File: src/rtl/seq_arith_unit_if.sv
// Handshake and operand/result bundle between a sequencer (master) and seq_arith_unit (slave).
interface seq_arith_unit_if #(
  parameter int k = 16
);
  logic         start;
  logic [1:0]   mode;
  logic [k-1:0] A;
  logic [k-1:0] B;
  logic         ready;
  logic         done;
  logic [k-1:0] C;
  logic [k-1:0] D;
  logic [1:0]   StatusSignals;

  modport master (
    output start, mode, A, B,
    input  ready, done, C, D, StatusSignals
  );

  modport slave (
    input  start, mode, A, B,
    output ready, done, C, D, StatusSignals
  );
endinterface

File: src/rtl/seq_arith_unit.sv
// Multi-cycle GCD / multiply / divide unit with its own IDLE-RUN-DONE controller.
// Results are loaded on entry to DONE and held until the next completed operation.
module seq_arith_unit #(
  parameter int k = 16
) (
  input logic             clk,
  input logic             reset,
  seq_arith_unit_if.slave bus
);
  localparam int CW = $clog2(k + 1);
  localparam logic [1:0] ModeGcd = 2'b00;
  localparam logic [1:0] ModeMul = 2'b01;
  localparam logic [1:0] ModeDiv = 2'b10;
  localparam logic [1:0] ModeRsv = 2'b11;

  typedef enum logic [1:0] {IDLE, RUN, DONE} stateT;

  stateT        state;
  logic [k-1:0] a, b, hi;
  logic [1:0]   m;
  logic [CW-1:0] cnt;

  logic [k:0]   mulSum, divShift, divTrial;
  logic         divOk, lastStep, gcdFinish, runFinish;
  logic [k-1:0] gcdVal, resC, resD;

  // One iteration of the active algorithm. For MUL {hi,b} shifts right as the
  // product forms; for DIV hi is the partial remainder and a collects quotient bits.
  always_comb begin
    mulSum    = {1'b0, hi} + (b[0] ? {1'b0, a} : '0);
    divShift  = {hi, a[k-1]};
    divTrial  = divShift - {1'b0, b};
    divOk     = ~divTrial[k];
    lastStep  = (cnt == CW'(k - 1));
    gcdFinish = (a == b) || (a == '0) || (b == '0);
    gcdVal    = (a == '0) ? b : a;
    runFinish = 1'b0;
    resC      = '0;
    resD      = '0;
    case (m)
      ModeGcd: begin
        runFinish = gcdFinish;
        resC      = gcdVal;
      end
      ModeMul: begin
        runFinish = lastStep;
        resD      = mulSum[k:1];
        resC      = {mulSum[0], b[k-1:1]};
      end
      ModeDiv: begin
        runFinish = lastStep;
        resD      = divOk ? divTrial[k-1:0] : divShift[k-1:0];
        resC      = {a[k-2:0], divOk};
      end
      default: runFinish = 1'b1;
    endcase
  end

  // Controller, datapath registers and registered outputs.
  always_ff @(posedge clk) begin
    if (!reset) begin
      state             <= IDLE;
      a                 <= '0;
      b                 <= '0;
      hi                <= '0;
      m                 <= '0;
      cnt               <= '0;
      bus.C             <= '0;
      bus.D             <= '0;
      bus.StatusSignals <= '0;
      bus.done          <= 1'b0;
      bus.ready         <= 1'b1;
    end else begin
      case (state)
        IDLE: begin
          if (bus.start) begin
            a         <= bus.A;
            b         <= bus.B;
            m         <= bus.mode;
            hi        <= '0;
            cnt       <= '0;
            bus.ready <= 1'b0;
            if (bus.mode == ModeRsv) begin
              bus.C             <= '0;
              bus.D             <= '0;
              bus.StatusSignals <= 2'b11;
              bus.done          <= 1'b1;
              state             <= DONE;
            end else if (bus.mode == ModeDiv && bus.B == '0) begin
              // C is all-ones, so {D,C} can never be zero here
              bus.C             <= '1;
              bus.D             <= bus.A;
              bus.StatusSignals <= 2'b10;
              bus.done          <= 1'b1;
              state             <= DONE;
            end else begin
              state <= RUN;
            end
          end
        end
        RUN: begin
          case (m)
            ModeGcd: begin
              if (!gcdFinish) begin
                if (a > b) begin
                  a <= a - b;
                end else begin
                  b <= b - a;
                end
              end
            end
            ModeMul: begin
              hi  <= resD;
              b   <= resC;
              cnt <= cnt + CW'(1);
            end
            ModeDiv: begin
              hi  <= resD;
              a   <= resC;
              cnt <= cnt + CW'(1);
            end
            default: ;
          endcase
          if (runFinish) begin
            bus.C             <= resC;
            bus.D             <= resD;
            bus.StatusSignals <= {m == ModeRsv, {resD, resC} == '0};
            bus.done          <= 1'b1;
            state             <= DONE;
          end
        end
        DONE: begin
          bus.done  <= 1'b0;
          bus.ready <= 1'b1;
          state     <= IDLE;
        end
        default: begin
          bus.ready <= 1'b1;
          state     <= IDLE;
        end
      endcase
    end
  end
endmodule

File: src/flat_wrapper.sv
// flat-port wrapper written by rule: the top's interface ports become plain ports
module seq_arith_unit_flat 
#(
  parameter int k = 16
)
  (clk, reset, bus_start, bus_mode, bus_A, bus_B, bus_ready, bus_done, bus_C, bus_D, bus_StatusSignals);
  seq_arith_unit_if #(.k(k)) bus_i ();
  input logic clk;
  input logic reset;
  input wire logic [$bits(bus_i.start)-1:0] bus_start;
  input wire logic [$bits(bus_i.mode)-1:0] bus_mode;
  input wire logic [$bits(bus_i.A)-1:0] bus_A;
  input wire logic [$bits(bus_i.B)-1:0] bus_B;
  output wire logic [$bits(bus_i.ready)-1:0] bus_ready;
  output wire logic [$bits(bus_i.done)-1:0] bus_done;
  output wire logic [$bits(bus_i.C)-1:0] bus_C;
  output wire logic [$bits(bus_i.D)-1:0] bus_D;
  output wire logic [$bits(bus_i.StatusSignals)-1:0] bus_StatusSignals;
  assign bus_i.start = bus_start;
  assign bus_i.mode = bus_mode;
  assign bus_i.A = bus_A;
  assign bus_i.B = bus_B;
  assign bus_ready = bus_i.ready;
  assign bus_done = bus_i.done;
  assign bus_C = bus_i.C;
  assign bus_D = bus_i.D;
  assign bus_StatusSignals = bus_i.StatusSignals;
  seq_arith_unit #(.k(k)) u_core (.clk(clk), .reset(reset), .bus(bus_i));
endmodule
File: config.mk
export PLATFORM = sky130hd
export DESIGN_NAME = seq_arith_unit_flat
export DESIGN_NICKNAME = d
export VERILOG_FILES = /design/src/rtl/seq_arith_unit_if.sv /design/src/rtl/seq_arith_unit.sv /design/src/flat_wrapper.sv
export SDC_FILE = /design/constraint.sdc
export NUM_CORES = 1
export LEC_CHECK = 0
export ABC_AREA = 1
export CAP_MARGIN = 30
export CORE_MARGIN = 4
export CORE_UTILIZATION = 30
export CTS_BUF_LIST = sky130_fd_sc_hd__clkbuf_8
export CTS_CLUSTER_DIAMETER = 30
export DETAILED_ROUTE_END_ITERATION = 7
export HOLD_SLACK_MARGIN = 0.02
export SLEW_MARGIN = 10
export SYNTH_ARGS = -nofsm -noshare
export SYNTH_HDL_FRONTEND = slang
export SYNTH_SLANG_ARGS = --single-unit
File: constraint.sdc
create_clock -name clk -period 4.5 [get_ports clk]
set_clock_uncertainty 0.2 [all_clocks]
set_input_delay 0.45 -clock clk [delete_from_list [all_inputs] [get_ports clk]]
set_output_delay 0.45 -clock clk [all_outputs]
set_load 0.03 [all_outputs]
==> impl_metrics.tcl, run 1 <==
set metrics [dict create \
    outcome "finished, final reports clean" \
    cts_setup_buffers 0 \
    clock-root-buffer "clkbuf_8" \
    grt_usage_pct 21.8 \
    worstRegToRegCells 16 \
    initial_core_util_pct 30.6 \
    drive_above_1_share_pct 5.72 \
    coreArea_mm2 0.0289 \
    r2r-start "u_core.b[13]" \
    synth_top_area_share_pct 21.1 \
    setup_viol 0 \
    clkPwrFrac_pct 11.9 \
    rsz0062_at_grt "no" \
    fin_tns_setup_ns 0 \
    synth_area_leader_cell "dfxtp_1" \
    num-fill-cells 3212 \
    r2r_slack_ns 0.82 \
    wl_met2_um 16500 \
    tightestPinTransition_ns 0.907 \
    period_minus_slack_ns 3.68 \
    internal-power_mw 2.19 \
    multi_input_area_mm2 0.00595 \
    syn_to_final_growth_pct 14.5 \
    wl_met1_um 16400 \
    period_share_pct 81.9 \
    dp_hpwl_um 29400 \
    clk_latency_ns 0.39 \
    place_ws_ns 0.893 \
    cts_resized 0 \
    ys_warn_count 0 \
    ctsHoldBuffers 0 \
    worstPathArrival_ns 3.82 \
    r2r_end "u_core.bus.StatusSignals[0]" \
    netlist_area_mm2 0.00884 \
    first_pass_iters 5 \
    slew_headroom_pct 39.4 \
    netlist_top_cells_area "dfxtp_1 21%, nand2_1 16%, ha_1 10%" \
    cts_num_sinks 93 \
    setup_slack_ns 0.816 \
    drv_cap 0 \
    ant_nets 0 \
    overflow 0 \
    die_h_um 180 \
    critPathLaunchType "flip-flop" \
    p_sw_share_pct 55.7 \
    p_per_area_mw_per_mm2 487 \
    cts_buffer_depth 2 \
    vias_per_cell 5.40 \
    syn_inst 1450 \
    seq_area_frac_synth_pct 21.1 \
    crit_slowest_cell "ha_1" \
    total_power_mw 4.93 \
    drtIter0Drc 956 \
    cp_cell_sequence "inv_1 > ha_1 > nand2_1 > inv_1 > nand3_1 > nor2_2 > nand3_2 > nand3_1 > nand2_1 > nand3_1 > nand2_1 > a21oi_4 > nand2_1 > a21oi_1 > nand3_1 > a21oi_2" \
    synthesis.nets 1562 \
    grt_pass1_vias 9489 \
    p_leak_nw 4.94 \
    slowest_delay_ns 0.45 \
    wl_per_cell_um 19.6 \
    num_antenna_cells 0 \
    cts_buffers 9 \
    ir_drop_mv 0.207 \
    pin_count 73 \
    holdCritStartpoint "u_core.b[15]" \
    dr_wl_met3_um 2450 \
    hp-class "reg2reg" \
    crit_path_end_kind "flip-flop" \
    cp_max_fo 17 \
    p_seq_share_pct 23.1 \
    grt_pass1_wl_um 56300 \
    gp_congestion 0.997 \
    route.detailed.drc 0 \
    holdPathEnd "u_core.b[15]" \
    cts_tree "built" \
    grt_max_degree 68 \
    synth_flop_cell "dfxtp_1" \
    totalWireLength_um 37000 \
    synth_cell_type_count 54 \
    clk_pin_slew_ns 0.11 \
    drv_slew 0 \
    synth-seq-cells 93 \
    critPathTopFamily "simple AND/OR/NAND/NOR gates" \
    htree_levels 3 \
    synth_edf_count 0 \
    antenna_found_initial 0 \
    dieArea_mm2 0.0323 \
    switchingPower_mw 2.75 \
    pwr-share-comb_pct 64.9 \
    crit_type "reg2reg" \
    holdPathStages 2 \
    hold_violations 0 \
    maxUsedRoutingLayer "met4" \
    port_buffers 72 \
    crit_buf_inv 2 \
    avgSynthCellArea_um2 6.10 \
    regArea_mm2 0.00186 \
    std_cell_rows 62 \
    max_freq_mhz 271 \
    die_x_um 180 \
    vias 10200 \
    crit_required_ns 4.64 \
    final_nets 1610 \
    async_flop_share_pct 0 \
]
## power by group through the flow
stage / clock network (mW) / registers (mW) / logic (mW)
3_5_place_dp: 0 / 1.15 / 3.12
5_1_grt: 0.627 / 1.15 / 3.47
6_report: 0.589 / 1.14 / 3.20
2_1_floorplan: 0 / 1.20 / 2.04
3_3_place_gp: 0 / 1.15 / 3.13
4_1_cts: 0.593 / 1.13 / 3.14
## Yosys cell counts, types with 3 or more instances
cell and instances:
nand3_2 4, nand2_2 8, a21oi_2 3, inv_1 194
a211oi_1 3, dfxtp_1 93, or2_2 11, fa_1 4
inv_2 8, nor2_2 3, a21o_1 7, xnor2_1 4
clkbuf_1 29, a21oi_1 139, o221ai_1 10, nor2_4 3
a31oi_1 14, buf_2 12, clkbuf_2 3, nand3_1 112
nor2_1 112, xor2_1 12, nand4_1 12, buf_4 4
o21ai_1 9, buf_6 3, o21ai_0 103, nor3_1 6
o2111ai_1 3, nor4_1 6, nand2_4 4, o21bai_1 5
ha_1 71, nand2_1 376, o211ai_1 8, nand3b_1 13
o22ai_1 17
## final cells by class
type	instances	share of cell area, %
multi-input combinational	1100	58.8
sequential	93	18.4
timing repair buffer	90	8.60
inverter	204	7.59
tap	384	4.75
clock buffer	9	1.22
clock inverter	7	0.618
## how the worst max path moves through the flow
stage                                        endpoint  depth (start not counted)    startpoint  slack (ns)
after floorplan           u_core.bus.StatusSignals[0]                         19   u_core.b[0]        1.71
after global placement    u_core.bus.StatusSignals[0]                         16  u_core.b[13]        1.06
after detailed placement  u_core.bus.StatusSignals[0]                         16  u_core.b[13]        0.89
after CTS                 u_core.bus.StatusSignals[0]                         16  u_core.b[13]        0.87
after global routing      u_core.bus.StatusSignals[0]                         16  u_core.b[13]        0.45
final                     u_core.bus.StatusSignals[0]                         16  u_core.b[13]        0.82
## cell usage in the layout (no fill, tap or decap), drive strengths merged, types with 19 or more instances in the layout
cell           Yosys  layout
nand3            117     117
buf               21      19
inv              203     207
nor2             118     118
o21ai            112     112
nand2            388     388
clkdlybuf4s50      0      71
a21oi            143     143
ha                71      71
dfxtp             93      93
## registers in the layout (all words and copies together), names as in the netlist, 2 cells and up
register and cells:
u_core.bus.D 16, u_core.bus.C 16, u_core.bus.StatusSignals 2, u_core.hi 16
u_core.state 2, u_core.b 16, u_core.a 16, u_core.m 2
u_core.cnt 5
## logic make-up (layout without fill, tap and decap cells)
kind of cell	after synthesis	in the layout	share of synthesized area [%]
xor+xnor	16	16	1.58
simple gates	674	674	33.2
compound gates	335	335	21.5
fa+ha+maj	75	75	11.0
buf+inv	257	310	11.7
flops	93	93	21.1
## stage by stage
step                area (µm²)  cells  util [%]  hold slack [ns]
floorplan                 8840   1450         -            0.244
global placement          9910   1870      34.3            0.255
detailed placement        9930   1871      34.4            0.262
CTS                      10100   1887      35.1            0.258
global route             10100   1887      35.1            0.270
finish                   10100   1887      35.1            0.276
## tightest hold or removal path, cell delays in order, from the launching register on
cell and delay (ns):
dfxtp_1 0.33, nand2_1 0.06, a21oi_1 0.05
## per-layer routing
| layer | track usage [%] | up-vias |
|---|---|---|
| li1 | - | 4885 |
| met4 | 9.63 | 0 |
| met2 | 34.3 | 475 |
| met1 | 30.1 | 4738 |
| met3 | 2.61 | 86 |
| met5 | 0 | - |
No activity file was read; power rests on OpenSTA's default activity.
==> run 2: changes to the inputs <==
==> constraint.sdc (replaced) <==
create_clock -name clk -period 3.4 [get_ports clk]
set_clock_uncertainty 0.2 [all_clocks]
set_input_delay 0.34 -clock clk [delete_from_list [all_inputs] [get_ports clk]]
set_output_delay 0.34 -clock clk [all_outputs]
set_load 0.03 [all_outputs]
==> run 2 against run 1 <==
Net effect:
- register-to-register slack worse by 0.57 ns
- total power up 35%
- sequential share of layout area down 0.60 points
- count of clock-buffer cells in the layout unchanged
- hold slack worse by 0.14 ns
- critical path depth up 3
- global-route usage down 0.36 points
- sequential power up 27%
- highest routed layer unchanged
- wire length down 3.1%
- non-clock buffer count up 45
- clock power up 30%
- die area unchanged
==> impl_metrics.tcl, run 2 (same netlist as run 1, synthesis figures left out) <==
set metrics [dict create \
    vias 10100 \
    num-fill-cells 3200 \
    cts_tree "built" \
    coreArea_mm2 0.0289 \
    drtIter0Drc 915 \
    outcome "finished, final reports clean" \
    grt_pass1_vias 9685 \
    wl_per_cell_um 18.5 \
    ir_drop_mv 0.333 \
    period_share_pct 92.7 \
    setup_viol 0 \
    period_minus_slack_ns 3.15 \
    total_power_mw 6.65 \
    p_leak_nw 5.17 \
    drive_above_1_share_pct 8.72 \
    fin_tns_setup_ns 0 \
    rsz0062_at_grt "no" \
    clk_latency_ns 0.39 \
    hold_violations 0 \
    syn_to_final_growth_pct 18.7 \
    first_pass_iters 6 \
    max_freq_mhz 317 \
    dp_hpwl_um 29500 \
    ctsHoldBuffers 0 \
    grt_pass1_wl_um 55700 \
    crit_required_ns 3.54 \
    num_antenna_cells 0 \
    final_nets 1655 \
    grt_usage_pct 21.5 \
    pin_count 73 \
    hp-class "in2reg" \
    worstRegToRegCells 19 \
    cp_cell_sequence "inv_1 > ha_1 > inv_1 > fa_1 > nand2_1 > nand2_1 > nand3_1 > nand2_2 > nand2_4 > nand2_4 > nand2_4 > nand2_8 > nand2_1 > nand3_1 > nand2_1 > nand3_1 > a21oi_1 > nand3_1 > a21oi_2" \
    antenna_found_initial 0 \
    final_core_util_pct 36.4 \
    grt_max_degree 48 \
    tightestPinTransition_ns 0.850 \
    cp_max_fo 14 \
    vias_per_cell 5.23 \
    critPathLaunchType "flip-flop" \
    route.detailed.drc 0 \
    cts_buffers 9 \
    dpl.cell_count 1915 \
    drv_slew 0 \
    final_cell_mix "375 x nand2_1, 194 x inv_1, 139 x a21oi_1" \
    ant_nets 0 \
    overflow 0 \
    slew_headroom_pct 43.3 \
    dieArea_mm2 0.0323 \
    gp_congestion 1.03 \
    cts_buffer_depth 2 \
    initial_core_util_pct 30.6 \
    port_buffers 72 \
    final_cells 1932 \
    final_common_cell "nand2_1" \
    worstPathArrival_ns 3.29 \
    htree_levels 3 \
    p_per_area_mw_per_mm2 633 \
    cts_num_sinks 93 \
    slowest_delay_ns 0.49 \
    std_cell_rows 62 \
    totalWireLength_um 35800 \
    die_h_um 180 \
    clk_pin_slew_ns 0.11 \
    drv_cap 0 \
    crit_type "reg2reg" \
    crit_slowest_cell "fa_1" \
    holdPathStages 3 \
    die_x_um 180 \
    crit_path_end_kind "flip-flop" \
    clock-root-buffer "clkbuf_8" \
]
[run 2: cell count changes in the layout (fill, tap and decap cells not counted), moves of 2 or more]
| cell | change |
|---|---|
| buf_4 | +44 |
| clkinv_4 | -2 |
| dfxtp_1 | -3 |
| dfxtp_2 | +2 |
[run 2: final cells by class]
| type | instances | area, µm² | share of cell area (%) |
|---|---|---|---|
| clock buffers | 9 | 124 | 1.18 |
| well taps | 384 | 480 | 4.58 |
| repair buffers | 135 | 1220 | 11.6 |
| multi-input cells | 1100 | 5970 | 56.9 |
| clock inverters | 7 | 65.1 | 0.620 |
| flip-flops and latches | 93 | 1870 | 17.8 |
| inverters | 204 | 768 | 7.32 |
[run 2: worst paths after layout]
| kind | startpoint | endpoint | slack (ns) |
|---|---|---|---|
| worst max-delay path | u_core.a[15] | u_core.bus.StatusSignals[0] | 0.25 |
| worst min-delay path | reset | u_core.bus.D[15] | 0.13 |
| worst max register to register | u_core.a[15] | u_core.bus.StatusSignals[0] | 0.25 |
| worst min register to register | u_core.b[15] | u_core.b[15] | 0.27 |
[run 2: what timing repair did]
item / 4_1_cts / 5_1_grt
buffers inserted: 0 / 1
setup endpoints to repair: 0 / 2
resized for setup: 0 / 7
[run 2: report_power, final]
| part | leakage (nW) | internal (mW) | switching (mW) |
|---|---|---|---|
| sequential | 0.765 | 1.28 | 0.165 |
| clock | 0.100 | 0.289 | 0.477 |
| combinational | 4.30 | 1.53 | 2.91 |
| total | 5.17 | 3.10 | 3.55 |
[run 2: metrics by stage]
stage	hold slack, ns	cell area, µm²	setup slack (ns)
after floorplan	0.244	8840	0.607
after global placement	0.256	10200	0.145
after detailed placement	0.258	10300	0.131
after CTS	0.111	10500	0.130
after global routing	0.130	10500	0.0140
final	0.132	10500	0.249
[run 2: critical path, delay by kind of cell (launching register included)]
kind	cells	cell delay, ns
simple gates	13	1.31
fa+ha+maj	2	0.64
flops	1	0.39
compound gates	2	0.36
buf+inv	2	0.20
[run 2: layer usage]
metal | wire length (µm) | vias to the layer above | global-route usage, %
met2 | 16000 | 472 | 34.4
met4 | 1230 | 0 | 7.10
met5 | 0 | - | 0
li1 | - | 4967 | -
met3 | 2720 | 71 | 2.87
met1 | 15900 | 4596 | 29.8
==> run 3: changes to the inputs <==
--- a/config.mk
+++ b/config.mk
@@ -12,6 +12,7 @@
 export CTS_BUF_LIST = sky130_fd_sc_hd__clkbuf_8
 export CTS_CLUSTER_DIAMETER = 30
 export DETAILED_ROUTE_END_ITERATION = 7
+export GPL_ROUTABILITY_DRIVEN = 0
 export HOLD_SLACK_MARGIN = 0.02
 export SLEW_MARGIN = 10
 export SYNTH_ARGS = -nofsm -noshare
==> run 3 against run 2 <==
Net effect:
- register-to-register slack hardly changed
- die area stayed put
- global-route usage is 0.62 points lower
- worst setup slack worse by 0.0068 ns
- combinational power is 2% lower
- wire length is 1.4% lower
- cell count is 0.57% lower
- clock power is 9.7% higher
- count of clock-buffer cells in the layout stayed put
- hold slack better by 0.10 ns
- via count is 2.2% higher
- critical path type unchanged
- critical endpoint unchanged
==> impl_metrics.tcl, run 3 (same netlist as run 1, synthesis figures left out) <==
set metrics [dict create \
    drtIter0Drc 1102 \
    cp_max_fo 14 \
    p_leak_nw 5.12 \
    drv_cap 0 \
    cts_num_sinks 93 \
    ir_drop_mv 0.243 \
    cp_cell_sequence "inv_2 > ha_1 > inv_1 > fa_1 > nand2_1 > nand2_1 > nand3_1 > nand2_2 > nand2_4 > nand2_4 > nand2_4 > nand2_8 > nand2_1 > nand3_1 > nand2_1 > nand3_1 > a21oi_2 > nand3_1 > a21oi_2" \
    holdCritStartpoint "reset" \
    final_core_util_pct 36.1 \
    holdPathStages 3 \
    std_cell_rows 62 \
    period_share_pct 92.9 \
    first_pass_iters 7 \
    drv_slew 0 \
    worstPathArrival_ns 3.29 \
    final_nets 1644 \
    period_minus_slack_ns 3.16 \
    coreArea_mm2 0.0289 \
    vias 10300 \
    port_buffers 72 \
    antenna_found_initial 0 \
    htree_levels 3 \
    drive_above_1_share_pct 8.00 \
    crit_path_end_kind "flip-flop" \
    crit_required_ns 3.53 \
    pwr-share-comb_pct 65.4 \
    multi_input_area_mm2 0.00597 \
    slowest_delay_ns 0.50 \
    clk_pin_slew_ns 0.11 \
    worstRegToRegCells 19 \
    num_antenna_cells 0 \
    rsz0062_at_grt "no" \
    route.detailed.drc 0 \
    grt_pass1_vias 9515 \
    clock-root-buffer "clkbuf_8" \
    tightestPinTransition_ns 0.875 \
    syn_to_final_growth_pct 17.8 \
    cts_tree "built" \
    final_cell_mix "376 x nand2_1, 193 x inv_1, 138 x a21oi_1" \
    grt_pass1_wl_um 54500 \
    cts_buffers 9 \
    r2r-start "u_core.a[15]" \
    dp_hpwl_um 28400 \
    r2r_slack_ns 0.24 \
    die_x_um 180 \
    pin_count 73 \
    initial_core_util_pct 30.6 \
    vias_per_cell 5.38 \
    totalWireLength_um 35300 \
    cts_buffer_depth 2 \
    clk_latency_ns 0.40 \
    slew_headroom_pct 41.6 \
    num-fill-cells 3195 \
    startpoint "u_core.a[15]" \
    crit_type "reg2reg" \
    p_seq_share_pct 22.0 \
    final_common_cell "nand2_1" \
    regArea_mm2 0.00186 \
    overflow 0 \
    grt_usage_pct 20.8 \
    crit_slowest_cell "fa_1" \
    clkPwrFrac_pct 12.6 \
    dieArea_mm2 0.0323 \
    switchingPower_mw 3.53 \
    holdPathEnd "u_core.bus.D[8]" \
    cts_setup_buffers 0 \
    p_sw_share_pct 53.1 \
    max_freq_mhz 317 \
    setup_viol 0 \
    critPathTopFamily "simple AND/OR/NAND/NOR gates" \
    p_per_area_mw_per_mm2 637 \
    outcome "finished, final reports clean" \
    crit_buf_inv 2 \
    die_h_um 180 \
    critPathLaunchType "flip-flop" \
    fin_tns_setup_ns 0 \
    r2r_end "u_core.bus.StatusSignals[0]" \
    hold_violations 0 \
    internal-power_mw 3.11 \
    hp-class "in2reg" \
    grt_max_degree 48 \
    ant_nets 0 \
    wl_per_cell_um 18.4 \
]
-- run 3: what timing repair did --
item,in CTS,in global routing
hold buffers,0,0
hold endpoints to repair,0,0
gates resized for setup,0,5
endpoints found under the setup margin,0,1
-- run 3: worst max-delay path by stage --
stage	slack, ns	cells past startpoint	to
3_3_place_gp	0.23	19	u_core.bus.StatusSignals[0]
5_1_grt	0.03	19	u_core.bus.StatusSignals[0]
6_report	0.24	19	u_core.bus.StatusSignals[0]
2_1_floorplan	0.61	19	u_core.bus.StatusSignals[0]
4_1_cts	0.18	18	u_core.bus.StatusSignals[0]
3_5_place_dp	0.19	18	u_core.bus.StatusSignals[0]
-- run 3: per-layer routing --
metal / track usage (%) / part of all wire, % / vias up
li1: - / - / 4955
met1: 28.9 / 44 / 4722
met2: 32.4 / 43 / 565
met3: 3.38 / 8.6 / 84
met4: 8.11 / 4.3 / 0
met5: 0 / 0 / -
-- run 3: power groups by stage --
stage          clock (mW)  sequential [mW]  combinational, mW
3_5_place_dp            0             1.47               4.19
2_1_floorplan           0             1.58               2.70
6_report            0.839             1.46               4.34
5_1_grt             0.905             1.48               4.74
3_3_place_gp            0             1.47               4.21
4_1_cts             0.856             1.45               4.22
-- run 3: through the flow --
stage	worst slack [ns]	hold slack [ns]	instances	cell area (µm²)	total power, mW
after floorplan	0.607	0.244	1450	8840	4.28
after global placement	0.233	0.259	1904	10200	5.68
after detailed placement	0.193	0.265	1905	10200	5.66
after CTS	0.176	0.205	1921	10400	6.52
after global routing	0.0256	0.217	1921	10400	7.12
final	0.242	0.236	1921	10400	6.64
-- run 3: final cells by class --
class / instances / area share [%]
inverters: 204 / 7.37
clock buffers: 9 / 1.19
multi-input cells: 1100 / 57.3
well taps: 384 / 4.61
flip-flops and latches: 93 / 17.9
clock inverters: 7 / 0.829
repair buffers: 124 / 10.8
-- run 3: worst reg2reg max path, cell delays in order (launching register included) --
cell     delay, ns
dfxtp_1       0.41
inv_2         0.13
ha_1          0.15
inv_1         0.08
fa_1          0.50
nand2_1       0.12
nand2_1       0.06
nand3_1       0.11
nand2_2       0.10
nand2_4       0.11
nand2_4       0.07
nand2_4       0.13
nand2_8       0.11
nand2_1       0.09
nand3_1       0.07
nand2_1       0.08
nand3_1       0.13
a21oi_2       0.22
nand3_1       0.13
a21oi_2       0.13
